===== config.mk =====
export PLATFORM = sky130hd
export DESIGN_NAME = seq_magnitude_cmp
export DESIGN_NICKNAME = d
export VERILOG_FILES = /design/src/rtl/seq_cmp_pkg.sv /design/src/rtl/cmp_chunk.sv /design/src/rtl/seq_magnitude_cmp.sv
export SDC_FILE = /design/constraint.sdc
export NUM_CORES = 1
export LEC_CHECK = 0
export CAP_MARGIN = 0
export CELL_PAD_IN_SITES_DETAIL_PLACEMENT = 0
export CELL_PAD_IN_SITES_GLOBAL_PLACEMENT = 2
export CORE_MARGIN = 8
export CORE_UTILIZATION = 33
export DETAILED_ROUTE_END_ITERATION = 7
export MAX_ROUTING_LAYER = met4
export PLACE_DENSITY_LB_ADDON = 0.1
export SLEW_MARGIN = 25
export SYNTH_ARGS = -nofsm -noshare
export SYNTH_HDL_FRONTEND = slang
export SYNTH_SLANG_ARGS = --single-unit
export TNS_END_PERCENT = 10

===== constraint.sdc =====
create_clock -name clk -period 2.74 [get_ports clk]
set_input_delay 0.274 -clock clk [delete_from_list [all_inputs] [get_ports clk]]
set_output_delay 0.274 -clock clk [all_outputs]
set_load 0.02 [all_outputs]

===== src/rtl/seq_cmp_pkg.sv =====
// Shared types and constants for the multi-cycle magnitude comparator.
// Chunk results use a 2-bit encoding so the top level can test "differs" cheaply.
package seq_cmp_pkg;

   typedef enum logic [0:0] {
      IDLE = 1'b0,
      RUN  = 1'b1
   } state_t;

   typedef logic [1:0] cmp_res_t;

   localparam cmp_res_t CMP_EQ = 2'b00;
   localparam cmp_res_t CMP_LT = 2'b01;
   localparam cmp_res_t CMP_GT = 2'b10;

   function automatic int nchunk(input int width, input int chunk);
      return width / chunk;
   endfunction

   // Index counter width; a single-chunk compare still needs a 1-bit index.
   function automatic int idx_width(input int n);
      return (n > 1) ? $clog2(n) : 1;
   endfunction

endpackage


===== src/rtl/cmp_chunk.sv =====
// Combinational unsigned compare of one CHUNK-bit slice pair.
// Produces the shared 2-bit result encoding.
module cmp_chunk
   import seq_cmp_pkg::*;
#(
   parameter int CHUNK = 2
) (
   input  logic [CHUNK-1:0] a,
   input  logic [CHUNK-1:0] b,
   output cmp_res_t         res
);

   // Three-way unsigned slice compare
   always_comb begin
      res = CMP_EQ;
      if (a > b) begin
         res = CMP_GT;
      end else if (a < b) begin
         res = CMP_LT;
      end else begin
         res = CMP_EQ;
      end
   end

endmodule


===== src/rtl/seq_magnitude_cmp.sv =====
// Multi-cycle MSB-first magnitude comparator with early termination.
// Signed operands are mapped onto unsigned order by flipping the sign bit at capture.
module seq_magnitude_cmp
   import seq_cmp_pkg::*;
#(
   parameter int WIDTH = 8,
   parameter int CHUNK = 2
) (
   input  logic             clk,
   input  logic             rst_n,
   input  logic             start,
   input  logic             signed_mode,
   input  logic [WIDTH-1:0] a,
   input  logic [WIDTH-1:0] b,
   output logic             busy,
   output logic             done,
   output logic             gt,
   output logic             lt,
   output logic             eq
);

   localparam int NCHUNK = nchunk(WIDTH, CHUNK);
   localparam int IDX_W  = idx_width(NCHUNK);
   localparam logic [IDX_W-1:0] LAST_IDX = IDX_W'(NCHUNK - 1);
   localparam logic [WIDTH-1:0] MSB_MASK = WIDTH'(1'b1) << (WIDTH - 1);

   if (WIDTH < 1 || CHUNK < 1 || CHUNK > WIDTH || (WIDTH % CHUNK) != 0) begin : g_bad_params
      $fatal(1, "seq_magnitude_cmp: illegal WIDTH/CHUNK combination");
   end

   state_t           state_r;
   logic [WIDTH-1:0] a_r;
   logic [WIDTH-1:0] b_r;
   logic [IDX_W-1:0] idx_r;
   logic             busy_r;
   logic             done_r;
   logic             gt_r;
   logic             lt_r;
   logic             eq_r;

   logic [CHUNK-1:0] a_chunk_s;
   logic [CHUNK-1:0] b_chunk_s;
   logic [WIDTH-1:0] flip_s;
   cmp_res_t         res_s;

   assign flip_s = signed_mode ? MSB_MASK : '0;

   // One-hot slice select: exactly one chunk matches the current index
   always_comb begin
      a_chunk_s = '0;
      b_chunk_s = '0;
      for (int i = 0; i < NCHUNK; i++) begin
         a_chunk_s = a_chunk_s | ((idx_r == IDX_W'(i)) ? a_r[i*CHUNK +: CHUNK] : '0);
         b_chunk_s = b_chunk_s | ((idx_r == IDX_W'(i)) ? b_r[i*CHUNK +: CHUNK] : '0);
      end
   end

   cmp_chunk #(
      .CHUNK (CHUNK)
   ) u_cmp_chunk (
      .a   (a_chunk_s),
      .b   (b_chunk_s),
      .res (res_s)
   );

   // Control FSM, operand capture and registered result flags
   always_ff @(posedge clk or negedge rst_n) begin
      if (!rst_n) begin
         state_r <= IDLE;
         a_r     <= '0;
         b_r     <= '0;
         idx_r   <= '0;
         busy_r  <= 1'b0;
         done_r  <= 1'b0;
         gt_r    <= 1'b0;
         lt_r    <= 1'b0;
         eq_r    <= 1'b0;
      end else begin
         case (state_r)
            IDLE: begin
               done_r <= 1'b0;
               if (start) begin
                  a_r     <= a ^ flip_s;
                  b_r     <= b ^ flip_s;
                  idx_r   <= LAST_IDX;
                  busy_r  <= 1'b1;
                  state_r <= RUN;
               end else begin
                  busy_r  <= 1'b0;
                  state_r <= IDLE;
               end
            end
            RUN: begin
               if (res_s != CMP_EQ || idx_r == '0) begin
                  gt_r    <= (res_s == CMP_GT);
                  lt_r    <= (res_s == CMP_LT);
                  eq_r    <= (res_s == CMP_EQ);
                  done_r  <= 1'b1;
                  busy_r  <= 1'b0;
                  state_r <= IDLE;
               end else begin
                  idx_r   <= idx_r - IDX_W'(1'b1);
                  done_r  <= 1'b0;
                  busy_r  <= 1'b1;
                  state_r <= RUN;
               end
            end
            default: begin
               state_r <= IDLE;
               busy_r  <= 1'b0;
               done_r  <= 1'b0;
            end
         endcase
      end
   end

   assign busy = busy_r;
   assign done = done_r;
   assign gt   = gt_r;
   assign lt   = lt_r;
   assign eq   = eq_r;

endmodule


# [Word level (Yosys, flattened, before mapping)]
# Cells that the tools add are included.
[totals] out_inout_bits=5 ff_bits=23 wordCells=53 in_bits=20
[op_classes] reduce_logical=7 order_cmp=2 add_sub_neg=1 mux=19 eq_ne=7 bitwise_logic=9
[op_table] cell="$mux 2" count=11
[op_table] cell="$xor 8x8->8" count=2
[op_table] cell="$or 2x2->2" count=6
[op_table] cell="$mux 8" count=1
[op_table] cell="$eq 2x2->1 const B" count=3
[op_table] cell="$reduce_and 2->1" count=3
[op_table] cell="$eq 2x1->1 const B" count=2
[op_table] cell="$logic_not 2->1" count=2
[op_table] cell="$mux 1" count=4
[op_table] cell="$ne 2x2->1 const B" count=2
[op_table] cell="$pmux 1 s2" count=2
[op_table] cell="$pmux 2 s2" count=1
[op_table] cell="$gt 2x2->1" count=1
[op_table] cell="$lt 2x2->1" count=1
[op_table] cell="$reduce_bool 2->1" count=1
[op_table] cell="$sub 2x1->2 const B" count=1
[op_table] cell="$logic_or 1x1->1" count=1
[op_table] cell="$not 1->1" count=1

# [Longest topological paths before layout]
# Gate-level depths: netlist (run 1).
[depth] ltp_word=12 ltp_mapped=9 mapped_depth_nobuf=8

# [Modules after synthesis]
# A second synthesis (run 1) with hierarchy kept.
[hier_totals] cells_unflattened=89 hier_area_um2=1132.3
[modules_own_cells] module="seq_magnitude_cmp" area_per_inst_um2=1067.3 n_inst=1 cells_per_inst=82 seq_area_each_um2=575.6
[modules_own_cells] module="cmp_chunk" area_per_inst_um2=65.1 n_inst=1 cells_per_inst=7 seq_area_each_um2=0.0

# [Worst setup path after synthesis (run 1)]
# OpenSTA, ideal clock, no wires.
[synth_timing] path_kind="reg2reg" from="register idx_r[0]" to="register idx_r[0]" n_path_buf=1 t_required_ns=2.661 t_arrival_ns=1.923 setup_time_ns=0.079 stages_incl_launch_ff=10 synth_period_minus_slack_ns=2.003 path_slack_ns=0.737 cell_sequence="dfrtp_1 > inv_1 > ha_1 > buf_6 > a22o_2 > a221oi_1 > ha_1 > and3b_1 > o211ai_2 > mux2i_1"
[synth_via] elab_chain_cells=12 elab_cells_between_ends=29 classes_between="1 x add/sub; 2 x order compare; 4 x eq/ne; 12 x mux; 6 x bitwise; 4 x reduce/logical"
[synth_rtl] element="start, declared" line_no="seq_magnitude_cmp.sv:34" text="logic [IDX_W-1:0] idx_r;"
[synth_rtl] element="start signal, assigned" line_no="seq_magnitude_cmp.sv:102" text="idx_r <= idx_r - IDX_W'(1'b1);"
[synth_rtl] element="$eq 2x1->1 or $logic_not 2->1 (tied branches)" line_no="seq_magnitude_cmp.sv:53, seq_magnitude_cmp.sv:54, seq_magnitude_cmp.sv:94"
[synth_rtl] element="$mux 2 (on tied branches)" line_no="seq_magnitude_cmp.sv:53, seq_magnitude_cmp.sv:54"
[synth_rtl] element="$or 2x2->2 (on tied branches) (3 in a row)" line_no="seq_magnitude_cmp.sv:53, seq_magnitude_cmp.sv:54"
[synth_rtl] element="$lt 2x2->1" line_no="cmp_chunk.sv:18" text="end else if (a < b) begin"
[synth_rtl] element="$mux 1" line_no="cmp_chunk.sv:18"
[synth_rtl] element="$mux 2" line_no="cmp_chunk.sv:16" text="if (a > b) begin"
[synth_rtl] element="$reduce_bool 2->1" line_no="seq_magnitude_cmp.sv:94" text="if (res_s != CMP_EQ || idx_r == '0) begin"
[synth_rtl] element="$logic_or 1x1->1" line_no="seq_magnitude_cmp.sv:94"
[synth_rtl] element="$ne 2x2->1 (no source line)"
[synth_rtl] element="$reduce_and 2->1 (no source line)"
# Parallel ways exist; a longest one is shown, timed or not. The select of a mux whose other input is x is not followed.
# A chain may end at the register's enable or synchronous reset.

# [Worst setup path after layout (run 1)]
[layout_timing] from="register idx_r[0]" to="register idx_r[1]"
# Same word-level chain as after synthesis.

==> flow_summary.ini, run 1 <==
[detailed_routing]
avgViaCountPerCell = 4.62
dr.pass1.iters = 4
totalWireLength_um = 2280
drtIter0Drc = 23
routedWlPerCell_um = 14.6
drc = 0
drtAntennaViolNets = 0
vias = 721

[placement]
dp_cells = 152
port_buffers = 24
routabilityCongestion = 0.718
dp_hpwl_um = 1640
dp_worst_setup_slack_ps = 558

[final_layout]
drive_gt1_frac = 0.218
final_nets = 137
final_core_util = 0.431
post_layout_nonfiller_instances = 156
n_antenna_cell = 0
fillers = 340
areaGrowthSynthToFinish_pct = 23.9

[pwr]
p_leak_nw = 0.661
vdd.ir_drop.worst_uv = 402
p_sw_uw = 545
seqPwrFrac = 0.403
internal-power_uw = 949
p_sw_frac = 0.365
p_comb_frac = 0.494
clockPowerShare = 0.104
power-per-cell-area_nw_per_um2 = 1030

[job]
cap_violations = 0

[timing]
finalClockSkew_ps = 5.42
final-setup-viol-count = 0
tightest_slew_ps = 697
period_needed_ps = 2170
fmax_ghz = 0.460
hold_viol = 0
whs_ps = 300
rsz0062_at_grt = no
setup_slack_ps = 567
slew_headroom = 0.534
fin_crit_sh = 0.793
report.final.slew_viol_count = 0
fin_setup_tns_ps = 0

[clocking]
cts_tree = built
post-cts-setup-buffer-count = 0
clkSinkCount = 23
cts_resized = 0
cts_hold_buffers = 0
cts_buffers = 3
clockRootBuffer = clkbuf_4
path_clk_slew_ps = 130
clk_path_buf_depth = 2
htree_levels = 1
worstSkewPairLatency_ps = 310

[logic_synthesis]
ys.flop_type = dfrtp_1
syn_avg_cell_area_sq_um = 13.8
ys_ff_latch = 23
seq_area_frac_synth = 0.492
yosysUniqueCellTypes = 25
synth_nets = 111
yosys_warnings = 0
syn_inst = 85
syn_area_sq_um = 1170
synth_edf_count = 0
ys_async_sr_fraction = 1.00

[global_route]
grt.overflow.total = 0
grt_pass1_wl_um = 3910
grt_pass1_vias = 793
antenna_found_initial = 0
grt_use_total = 0.0939
grt_max_degree = 24

[min_path]
worst_hold_path_type = input port to asynchronous set/reset pin

[setup_path]
worstSetupStartpoint = idx_r[0]
end_kind = flop
critPathMaxFanout = 9
timing.rr.start = idx_r[0]
cp_data_required_time_ps = 2990
start_kind = flop
cp.arrival_ps = 2420
crit_type = flop to flop

[floorplanning]
io_pins = 25
dieArea_sq_um = 5710
fp.dieW_um = 75.5
rows = 21
dieHeight_um = 75.5
core_sq_um = 3360
start_util = 0.348

[status]
status = completed
worst max-delay path, stage by stage, from the launching register on:
cell and delay (ps):
dfrtp_1 440, inv_1 90, ha_1 320, a22o_2 240, a221oi_1 220, ha_1 300
and3b_1 200, o211ai_2 100, mux2i_1 200
cell type report:
| cell class | instances | area [sq um] | area share |
|---|---|---|---|
| clock inverters | 1 | 5.00 | 0.00345 |
| multi-input cells | 54 | 526 | 0.363 |
| well taps | 46 | 57.6 | 0.0397 |
| flip-flops and latches | 23 | 576 | 0.397 |
| clock buffers | 3 | 22.5 | 0.0155 |
| inverters | 4 | 15.0 | 0.0104 |
| repair buffers | 25 | 248 | 0.171 |
sequential cells by signal, indices dropped and copies added (netlist names):
signal and count:
a_r 8, b_r 8, busy 1, done 1, eq 1, gt 1, idx_r 2, lt 1
path summary, 6_finish.rpt:
kind | to | slack, ps | cells past startpoint
min in group clk | lt | 520 | 1
min reg2reg | lt | 520 | 1
max reg2reg | idx_r[1] | 570 | 8
max in group asynchronous | a_r[0] | 2210 | 2
max | idx_r[1] | 570 | 8
min | a_r[7] | 300 | 2
power by group through the flow:
stage	combinational (mW)	clock, mW	sequential, mW
finish	0.737	0.155	0.601
global route	0.815	0.184	0.623
CTS	0.751	0.168	0.603
detailed placement	0.742	0	0.610
global placement	0.741	0	0.610
floorplan	0.579	0	0.599
through the flow:
| stage | power (mW) | instance area (sq um) |
|---|---|---|
| floorplan | 1.18 | 1170 |
| global placement | 1.35 | 1420 |
| detailed placement | 1.35 | 1420 |
| CTS | 1.52 | 1450 |
| global route | 1.62 | 1450 |
| finish | 1.49 | 1450 |
cells in the mapped netlist (2+ instances only):
master,count,share of area
ha_1,6,0.064
a22oi_1,4,0.026
nand2_1,3,0.0096
mux2i_1,2,0.017
a21oi_1,5,0.021
a221oi_1,2,0.015
dfrtp_1,23,0.49
a22o_2,2,0.017
xnor2_1,2,0.015
buf_6,3,0.029
mux2_4,13,0.17
inv_1,4,0.013
nor2_1,4,0.013
layout by cell type, fill, tap and decap left out, drive strengths merged, types with 3 or more instances in the layout:
master	instances
nor2	4
a22o	3
inv	4
clkdlybuf4s50	24
dfrtp	23
ha	6
a22oi	4
mux2	14
a21oi	5
nand2	3
clkbuf	3
routing by layer:
layer,vias up,wire length [um],GRT usage
met4,0,16,0.0192
met3,2,158,0.0382
met5,-,0,-
met1,341,1100,0.124
met2,17,1010,0.131
li1,361,-,-
kinds of logic after synthesis:
kind of cell / synth area share
flip-flops: 0.492
AO/OA/AOI/OAI: 0.129
multiplexers: 0.194
AND/OR/NAND/NOR: 0.0471
buffers and inverters: 0.0588
adder cells (fa/ha/maj): 0.0642
XOR/XNOR: 0.0150
Power figures use the tool's default switching activity.
==> run 2, diff against run 1 <==
CORE_UTILIZATION = 30   (was 33)
clock period = 1.9 ns   (was 2.74 ns; I/O delays follow)
==> run 2 against run 1 <==
  * The flow now finishes with violations (negative setup slack)
  * Maximum frequency rose by 13%
  * Combinational power rose by 70%
  * Count of clock-buffer cells in the layout rose by 1
  * Setup slack got worse by 590 ps
  * Clock power rose by 98%
  * Sequential share of layout area fell by 3.8 points
  * Die area rose by 7.8%
  * Register-to-register slack got worse by 590 ps
  * Critical endpoint unchanged
  * Largest cell class is now multi-input combinational cells
  * Core utilization rose by 0.085 points
  * Hold slack got worse by 32 ps
  * Flip-flop and latch count did not move
  * Global-route usage fell by 0.78 points
==> flow_summary.ini, run 2 (synthesized netlist as in run 1, its figures left out) <==
[final_layout]
fillers = 351
drive_gt1_frac = 0.353
final_common_cell = clkdlybuf4s50_1
mostFrequentLayoutCells = 24 x clkdlybuf4s50_1, 22 x dfrtp_1, 13 x mux2_4
areaGrowthSynthToFinish_pct = 37.1
final_core_util = 0.432
n_antenna_cell = 0
largestRegisters = a_r (8), b_r (8), idx_r (2)
final_nets = 143

[placement]
port_buffers = 24
dp_hpwl_um = 1760
dp_worst_setup_slack_ps = -94.8
routabilityCongestion = 0.715

[global_route]
grt_use_total = 0.0861
grt_pass1_vias = 839
grt.overflow.total = 0
grt_max_degree = 24
antenna_found_initial = 0
grt_pass1_wl_um = 4120

[setup_path]
critPathTopFamily = compound AO/OA/AOI/OAI gates
ff2ff_path_depth = 7
reg2reg_slack_ps = -20
critPathMaxFanout = 4
path_buf_inv = 0
timing.rr.start = idx_r[0]
crit_chain = ha_4, a22o_2, a221oi_4, ha_4, and3b_1, o211ai_2, mux2i_1
slowest_delay_ps = 450
crit_type = flop to flop
cp_data_required_time_ps = 2090
crit_slowest_cell = dfrtp_2
reg2reg_to = idx_r[1]
cp.arrival_ps = 2120
end_kind = flop
crit_top_cell = ha_4
cp.depth = 7
start_kind = flop

[detailed_routing]
drtAntennaViolNets = 0
dr.pass1.iters = 4
totalWireLength_um = 2440
routedWlPerCell_um = 14.9
drc = 0
vias = 749
drtIter0Drc = 49
avgViaCountPerCell = 4.57

[status]
status = finished with violations
violations = negative setup slack

[timing]
setup_slack_ps = -25.0
whs_ps = 268
finalClockSkew_ps = 3.39
final-setup-viol-count = 2
period_needed_ps = 1920
rsz0062_at_grt = yes
fmax_ghz = 0.519
hold_viol = 0
fin_crit_sh = 1.01
slew_headroom = 0.771
tightest_slew_ps = 344
report.final.slew_viol_count = 0

[job]
cap_violations = 0

[clocking]
clockRootBuffer = clkbuf_8
clkSinkCount = 23
cts_tree = built
cts_buffers = 3
clk_path_buf_depth = 2
worstSkewPairLatency_ps = 270
path_clk_slew_ps = 80
htree_levels = 1

[floorplanning]
rows = 22
start_util = 0.315
dieHeight_um = 78.4
fp.dieW_um = 78.4
dieArea_sq_um = 6150
io_pins = 25
core_sq_um = 3720

[pwr]
p_leak_nw = 0.696
vdd.ir_drop.worst_uv = 415
power-per-cell-area_nw_per_um2 = 1530

[min_path]
worst_hold_path_type = input port to asynchronous set/reset pin
-- run 2: layout make-up --
class / instances / area (sq um) / share of cell area
flip-flops and latches: 23 / 577 / 0.360
clock buffers: 4 / 45.0 / 0.0281
well taps: 48 / 60.1 / 0.0374
repair buffers: 31 / 305 / 0.190
inverters: 4 / 15.0 / 0.00936
multi-input cells: 54 / 602 / 0.375
-- run 2: repair_timing --
item	4_1_cts	5_1_grt
cloned	0	0
setup buffers	2	0
pin swaps	4	4
hold buffers	0	0
setup endpoints to repair	6	6
gates resized for setup	8	4
-- run 2: routing by layer --
| layer | GRT usage | share of wire |
|---|---|---|
| met1 | 0.103 | 0.49 |
| met2 | 0.131 | 0.45 |
| met3 | 0.0319 | 0.050 |
| met4 | 0.0278 | 0.011 |
| met5 | - | 0 |
-- run 2: report_power, final --
group          switching, mW  internal, mW  total [mW]  leakage [nW]
sequential             0.191         0.710       0.901         0.265
combinational          0.535         0.719        1.25         0.407
clock                  0.157         0.150       0.307        0.0228
total                  0.882          1.58        2.46         0.696
-- run 2: worst reg2reg max path, delay by kind of cell (launching register included) --
kind,cells,cell delay (ps)
AO/OA/AOI/OAI,3,570
flip-flops,1,450
adder cells (fa/ha/maj),2,440
multiplexers,1,210
AND/OR/NAND/NOR,1,190
-- run 2: worst max-delay path by stage --
stage / startpoint / end / slack [ps]
after floorplan: idx_r[0] / idx_r[0] / -30
after global placement: idx_r[0] / idx_r[1] / -60
after detailed placement: idx_r[1] / idx_r[1] / -90
after CTS: idx_r[0] / idx_r[1] / -40
after global routing: idx_r[1] / idx_r[1] / -140
final: idx_r[0] / idx_r[1] / -20
-- run 2: through the flow --
step / cells / setup TNS, ps / cell area (sq um) / power [mW]
2_1_floorplan: 85 / -65.6 / 1180 / 1.73
3_3_place_gp: 158 / -117 / 1480 / 2.03
3_5_place_dp: 158 / -201 / 1480 / 2.02
4_1_cts: 164 / -79.1 / 1570 / 2.39
5_1_grt: 164 / -513 / 1600 / 2.67
6_report: 164 / -41.9 / 1600 / 2.46
==> run 3, diff against run 2 <==
CAP_MARGIN = unset   (was 0)
CELL_PAD_IN_SITES_DETAIL_PLACEMENT = 1   (was 0)
CELL_PAD_IN_SITES_GLOBAL_PLACEMENT = 1   (was 2)
CORE_UTILIZATION = 36   (was 30)
SLEW_MARGIN = 20   (was 25)
==> run 3 against run 2 <==
  * Flip-flop and latch count stayed put
  * Largest power group unchanged
  * The run still ends with negative setup slack left
  * Register-to-register slack got worse by 50 ps
  * Count of clock-buffer cells in the layout unchanged
  * Die area shrank 13%
  * Design area fell by 2.4%
  * Clock skew up 5.1 ps
  * Routed wire length up 1.6%
  * Sequential power barely moved
  * Cell count fell by 3.7%
  * Critical path depth increased by 1
  * Total power shrank 2.7%
==> flow_summary.ini, run 3 (synthesized netlist as in run 1, its figures left out) <==
[setup_path]
cp_data_required_time_ps = 2150
timing.rr.start = idx_r[1]
start_kind = flop
cp.arrival_ps = 2220
ff2ff_path_depth = 8
crit_type = flop to flop
reg2reg_to = idx_r[0]
end_kind = flop
reg2reg_slack_ps = -70
critPathMaxFanout = 4

[global_route]
grt_pass1_wl_um = 4370
grt_max_degree = 24
grt_use_total = 0.108
grt_pass1_vias = 849
grt.overflow.total = 0
antenna_found_initial = 0

[timing]
slew_headroom = 0.757
setup_slack_ps = -70.3
report.final.slew_viol_count = 0
hold_viol = 0
final-setup-viol-count = 4
finalClockSkew_ps = 8.51
rsz0062_at_grt = yes
fin_setup_tns_ps = -165
whs_ps = 214
tightest_slew_ps = 364
period_needed_ps = 1970
fin_crit_sh = 1.04
fmax_ghz = 0.508

[floorplanning]
dieArea_sq_um = 5330
rows = 20
io_pins = 25
dieHeight_um = 73.0
start_util = 0.380
core_sq_um = 3080
fp.dieW_um = 73.0

[placement]
dp_worst_setup_slack_ps = -129
dp_hpwl_um = 1850
routabilityCongestion = 0.747
port_buffers = 24

[pwr]
p_sw_uw = 888
vdd.ir_drop.worst_uv = 646
internal-power_mw = 1.51
p_leak_nw = 0.679
total_power_mw = 2.39
power-per-cell-area_nw_per_um2 = 1530
p_sw_frac = 0.371
seqPwrFrac = 0.377
p_comb_frac = 0.529
clockPowerShare = 0.094

[final_layout]
largestRegisters = a_r (8), b_r (8), idx_r (2)
final_core_util = 0.509
final_nets = 141
drive_gt1_frac = 0.342
final_common_cell = clkdlybuf4s50_1
mostFrequentLayoutCells = 24 x clkdlybuf4s50_1, 22 x dfrtp_1, 13 x mux2_4
n_antenna_cell = 0
areaGrowthSynthToFinish_pct = 33.8

[detailed_routing]
drc = 0
totalWireLength_um = 2480
vias = 764
avgViaCountPerCell = 4.84
routedWlPerCell_um = 15.7
dr.pass1.iters = 4
drtAntennaViolNets = 0
drtIter0Drc = 14

[status]
status = finished with violations
violations = negative setup slack

[clocking]
clk_path_buf_depth = 2
cts_hold_buffers = 0
worstSkewPairLatency_ps = 310
cts_buffers = 3
cts_tree = built
htree_levels = 1
clkSinkCount = 23
path_clk_slew_ps = 130
clockRootBuffer = clkbuf_4

[min_path]
worst_hold_path_type = input port to asynchronous set/reset pin

[job]
cap_violations = 0
[run 3: cell types whose count changed in the layout (fill, tap and decap cells not counted), sizes merged]
| cell | previous run | this run |
|---|---|---|
| buf | 7 | 5 |
[run 3: final cells by class]
type | instances | area (sq um)
flip-flops and latches | 23 | 577
fillers | 320 | 1510
well taps | 44 | 55.1
inverters | 4 | 15.0
clock buffers | 4 | 26.3
multi-input cells | 54 | 602
repair buffers | 29 | 290
[run 3: how the worst max path moves through the flow]
stage	start	end	slack, ps	depth (start not counted)
6_report	idx_r[1]	idx_r[0]	-70	8
4_1_cts	idx_r[1]	idx_r[0]	-80	8
5_1_grt	idx_r[0]	idx_r[0]	-170	8
3_3_place_gp	idx_r[0]	idx_r[1]	-20	7
3_5_place_dp	idx_r[1]	idx_r[0]	-130	8
2_1_floorplan	idx_r[0]	idx_r[0]	-30	9
[run 3: per-stage QoR]
stage / instances / cell area, sq um
2_1_floorplan: 85 / 1180
3_3_place_gp: 154 / 1480
3_5_place_dp: 154 / 1480
4_1_cts: 158 / 1570
5_1_grt: 158 / 1570
6_report: 158 / 1570
[run 3: metal layers]
| metal | wire, um | track usage | part of all wire |
|---|---|---|---|
| met5 | 0 | - | 0 |
| met1 | 1100 | 0.126 | 0.44 |
| met3 | 152 | 0.0467 | 0.061 |
| met2 | 1220 | 0.168 | 0.49 |
| met4 | 15 | 0.0267 | 0.0060 |
[run 3: critical path, cell delays in order (launching register included)]
cell and delay, ps:
dfrtp_1 430, buf_4 150, ha_2 220, a22oi_2 200
nand2_1 80, ha_1 310, and3b_1 200, o211ai_2 100
mux2i_1 210
[run 3: power groups by stage]
stage               Combinational, mW  Clock [mW]  Sequential [mW]
finish                           1.27       0.225            0.902
global placement                 1.12           0            0.891
floorplan                       0.856           0            0.872
detailed placement               1.16           0            0.886
global route                     1.38       0.255            0.932
CTS                              1.28       0.237            0.905
[run 3: timing repair]
action,in CTS,in global routing
buffers inserted,0,0
resized for setup,12,0
pin swaps,4,0
setup endpoints to repair,6,6
==> RTL change (settings of run 2) <==
`CHUNK` is set to 2 in 2 places; all go to 1.
--- a/src/rtl/cmp_chunk.sv
+++ b/src/rtl/cmp_chunk.sv
@@ -3,7 +3,7 @@
 module cmp_chunk
    import seq_cmp_pkg::*;
 #(
-   parameter int CHUNK = 2
+   parameter int CHUNK = 1
 ) (
    input  logic [CHUNK-1:0] a,
    input  logic [CHUNK-1:0] b,
--- a/src/rtl/seq_magnitude_cmp.sv
+++ b/src/rtl/seq_magnitude_cmp.sv
@@ -4,7 +4,7 @@
    import seq_cmp_pkg::*;
 #(
    parameter int WIDTH = 8,
-   parameter int CHUNK = 2
+   parameter int CHUNK = 1
 ) (
    input  logic             clk,
    input  logic             rst_n,
Check against the original RTL: not equivalent (Yosys sat finds a counterexample within 4 cycles, from zero or initial values and one cycle with rst_n low).
==> RTL change against run 2 <==
The run still ends with setup timing left; worst setup slack lost 0.25 ns; via count up 7.1%; design area is 1.6% higher; wire length fell by 0.49%; sequential cell count up 1; power rose by 14%; core utilization up 1.0 points; area after synthesis is 0.64% lower; critical path type unchanged.
==> RTL change: results (changes against run 2) <==
----------------------------------------------------
[Status]
  Status ... finished, violations left
  Violations in the final reports ... setup timing

[Timing]
  Worst-case setup margin in the final layout ... -0.270 ns (-0.245 ns)
  Setup violation total in the final timing report ... 7 (+5)
  Layout Skew ... 0.00275 ns (-0.000637 ns)
  Worst hold-check slack ... 0.284 ns (+0.0163 ns)
  Pin slew with the least headroom to its limit ... 0.310 ns (-0.0339 ns)

[Clock network]
  Cell chosen for the clock root ... sky130_fd_sc_hd__clkbuf_8
  Bufs on Longest Clock Path ... 2 (unchanged)
  TritonCTS buffer count ... 3 (unchanged)

[Synthesis]
  Compound-cell area share of the yosys netlist ... 0.118 (-0.0110)
  Fraction of synthesized cell area in xor and xnor cells ... 0.0151 (+0.0000967)
  Number of nets in the synthesized netlist ... 115 (+3.6%)
  Most instantiated cells after synthesis ... 24 x sky130_fd_sc_hd__dfrtp_1, 17 x sky130_fd_sc_hd__mux2_2, 7 x sky130_fd_sc_hd__ha_1
  Async set-or-reset flop fraction in the synthesized netlist ... 1.00 (unchanged)
  Count of unique library cells instantiated by Yosys ... 27 (+8.0%)
  Yosys warnings ... 0 (unchanged)
  Most area-consuming cells after synthesis ... sky130_fd_sc_hd__dfrtp_1 52%, sky130_fd_sc_hd__mux2_2 16%, sky130_fd_sc_hd__ha_1 7.5%
  Mux contribution to synthesized area ... 0.186 (-0.00736)
  Post-synthesis adder-cell area fraction ... 0.0753 (+0.0112)
  Post-Syn Instances ... 88 (+3.5%)
  Post-synthesis sequential area ratio ... 0.517 (+0.0247)

[Global route]
  Total global routing track utilization ... 0.0882 (+0.00207)
  First-pass GRT wire length ... 4280 um (+4.0%)
  Pin count of the biggest net entering global routing ... 25 (+4.2%)
  Via count of the first global-routing pass ... 901 (+7.4%)

[Place]
  Post-placement cell count ... 166 (+5.1%)
  Routability cong. ... 0.782 (+9.3%)
  DPL Wire Length ... 1900 um (+7.7%)
  Number of port buffers ... 24 (unchanged)
  Area post-placement ... 1530 um2 (+3.0%)

[Power]
  Static Leak ... 0.677 nW (-2.6%)
  Maximum VDD drop ... 0.527 mV (+27%)

[Worst setup path]
  Highest fanout seen on the critical path ... 6 (+2)
  Worst path slowest cell ... sky130_fd_sc_hd__dfrtp_1
  Worst endpoint data arrival time ... 2.32 ns (+0.20 ns)
  Worst-case reg-to-reg path depth ... 8 (+1)
  Destination of the worst register-to-register timing path ... gt
  Worst stage delay on the critical path ... 0.43 ns (-0.02 ns)
  Startpoint of the worst-slack reg-to-reg timing path ... idx_r[0]

[Finish]
  Registers with the most flip-flops ... a_r: 8 flops, b_r: 8 flops, idx_r: 3 flops
  Number of nets in the layout ... 151 (+5.6%)
  Fraction of final layout cells sized beyond drive strength 1 ... 0.366 (+0.0124)

[Hold path]
  Hold Crit Class ... in2async

[Drt]
  Total Wirelength ... 2430 um (-0.49%)
  Number of DRC violations after detailed-routing iteration 0 ... 21 (-57%)
  Number of detailed-routing iterations run before antenna repair ... 2 (-2)
  Routed via count ... 802 (+7.1%)
  Routed length per instance ... 14.2 um (-4.6%)

----------------------------------------------------
==> RTL change: cell count changes in the layout (fill, tap and decap cells not counted), moves of 2 or more <==
cell	change
sky130_fd_sc_hd__nand3_1	+3
sky130_fd_sc_hd__a22o_2	-2
sky130_fd_sc_hd__buf_4	+4
sky130_fd_sc_hd__inv_1	-2
sky130_fd_sc_hd__ha_1	+2
sky130_fd_sc_hd__a22oi_1	+2
sky130_fd_sc_hd__mux2_4	-12
sky130_fd_sc_hd__mux2_2	+16
sky130_fd_sc_hd__dfrtp_1	+2
==> RTL change: where the power goes <==
| part | switching (mW) | internal [mW] | leakage (nW) |
|---|---|---|---|
| Clock | 0.161 | 0.281 | 0.0357 |
| Combinational | 0.620 | 0.802 | 0.364 |
| Sequential | 0.174 | 0.765 | 0.278 |
| Total | 0.956 | 1.85 | 0.677 |
==> RTL change: cell families (layout without fill, tap and decap cells) <==
group           after synthesis  in the layout
compound gates               18             18
mux                          19             19
buf+inv                       5             40
simple gates                 13             13
fa+ha+maj                     7              7
xor+xnor                      2              2
flops                        24             24
==> RTL change: critical path: cells and delay by family (launching register included) <==
kind / cells / cell delay [ns]
multiplexers: 1 / 0.36
AO/OA/AOI/OAI: 4 / 0.74
flip-flops: 1 / 0.43
buffers and inverters: 1 / 0.08
adder cells (fa/ha/maj): 2 / 0.46
==> RTL change: metal layers <==
metal,GRT usage,vias to the layer above,share of wire
li1,-,391,-
met1,0.110,389,0.51
met2,0.133,18,0.44
met3,0.0205,4,0.037
met4,0.0389,0,0.014
met5,-,-,0
==> RTL change: repair_timing <==
item / CTS / global route
pin swaps: 3 / 0
setup endpoints to repair: 8 / 8
buffers inserted: 1 / 0
resized for setup: 4 / 1
==> RTL change: how the worst max path moves through the flow <==
| stage | endpoint | depth (start not counted) | start | slack (ns) |
|---|---|---|---|---|
| floorplan | eq | 8 | idx_r[0] | -0.23 |
| global placement | lt | 8 | idx_r[0] | -0.38 |
| detailed placement | gt | 8 | idx_r[1] | -0.39 |
| CTS | gt | 8 | idx_r[1] | -0.26 |
| global route | gt | 8 | idx_r[0] | -0.38 |
| finish | gt | 8 | idx_r[0] | -0.27 |
==> RTL change: area by class of cell <==
cell class	instances	area, um2
fillers	361	2060
flip-flops and latches	24	601
multi-input cells	59	574
repair buffers	34	315
well taps	48	60.1
clock buffers	3	41.3
clock inverters	1	30.0
inverters	2	7.51
==> RTL change: stage by stage <==
step	setup slack, ns	TNS, ns
floorplan	-0.228	-0.959
global placement	-0.378	-2.14
detailed placement	-0.393	-2.15
CTS	-0.263	-1.35
global route	-0.384	-2.23
finish	-0.270	-1.35
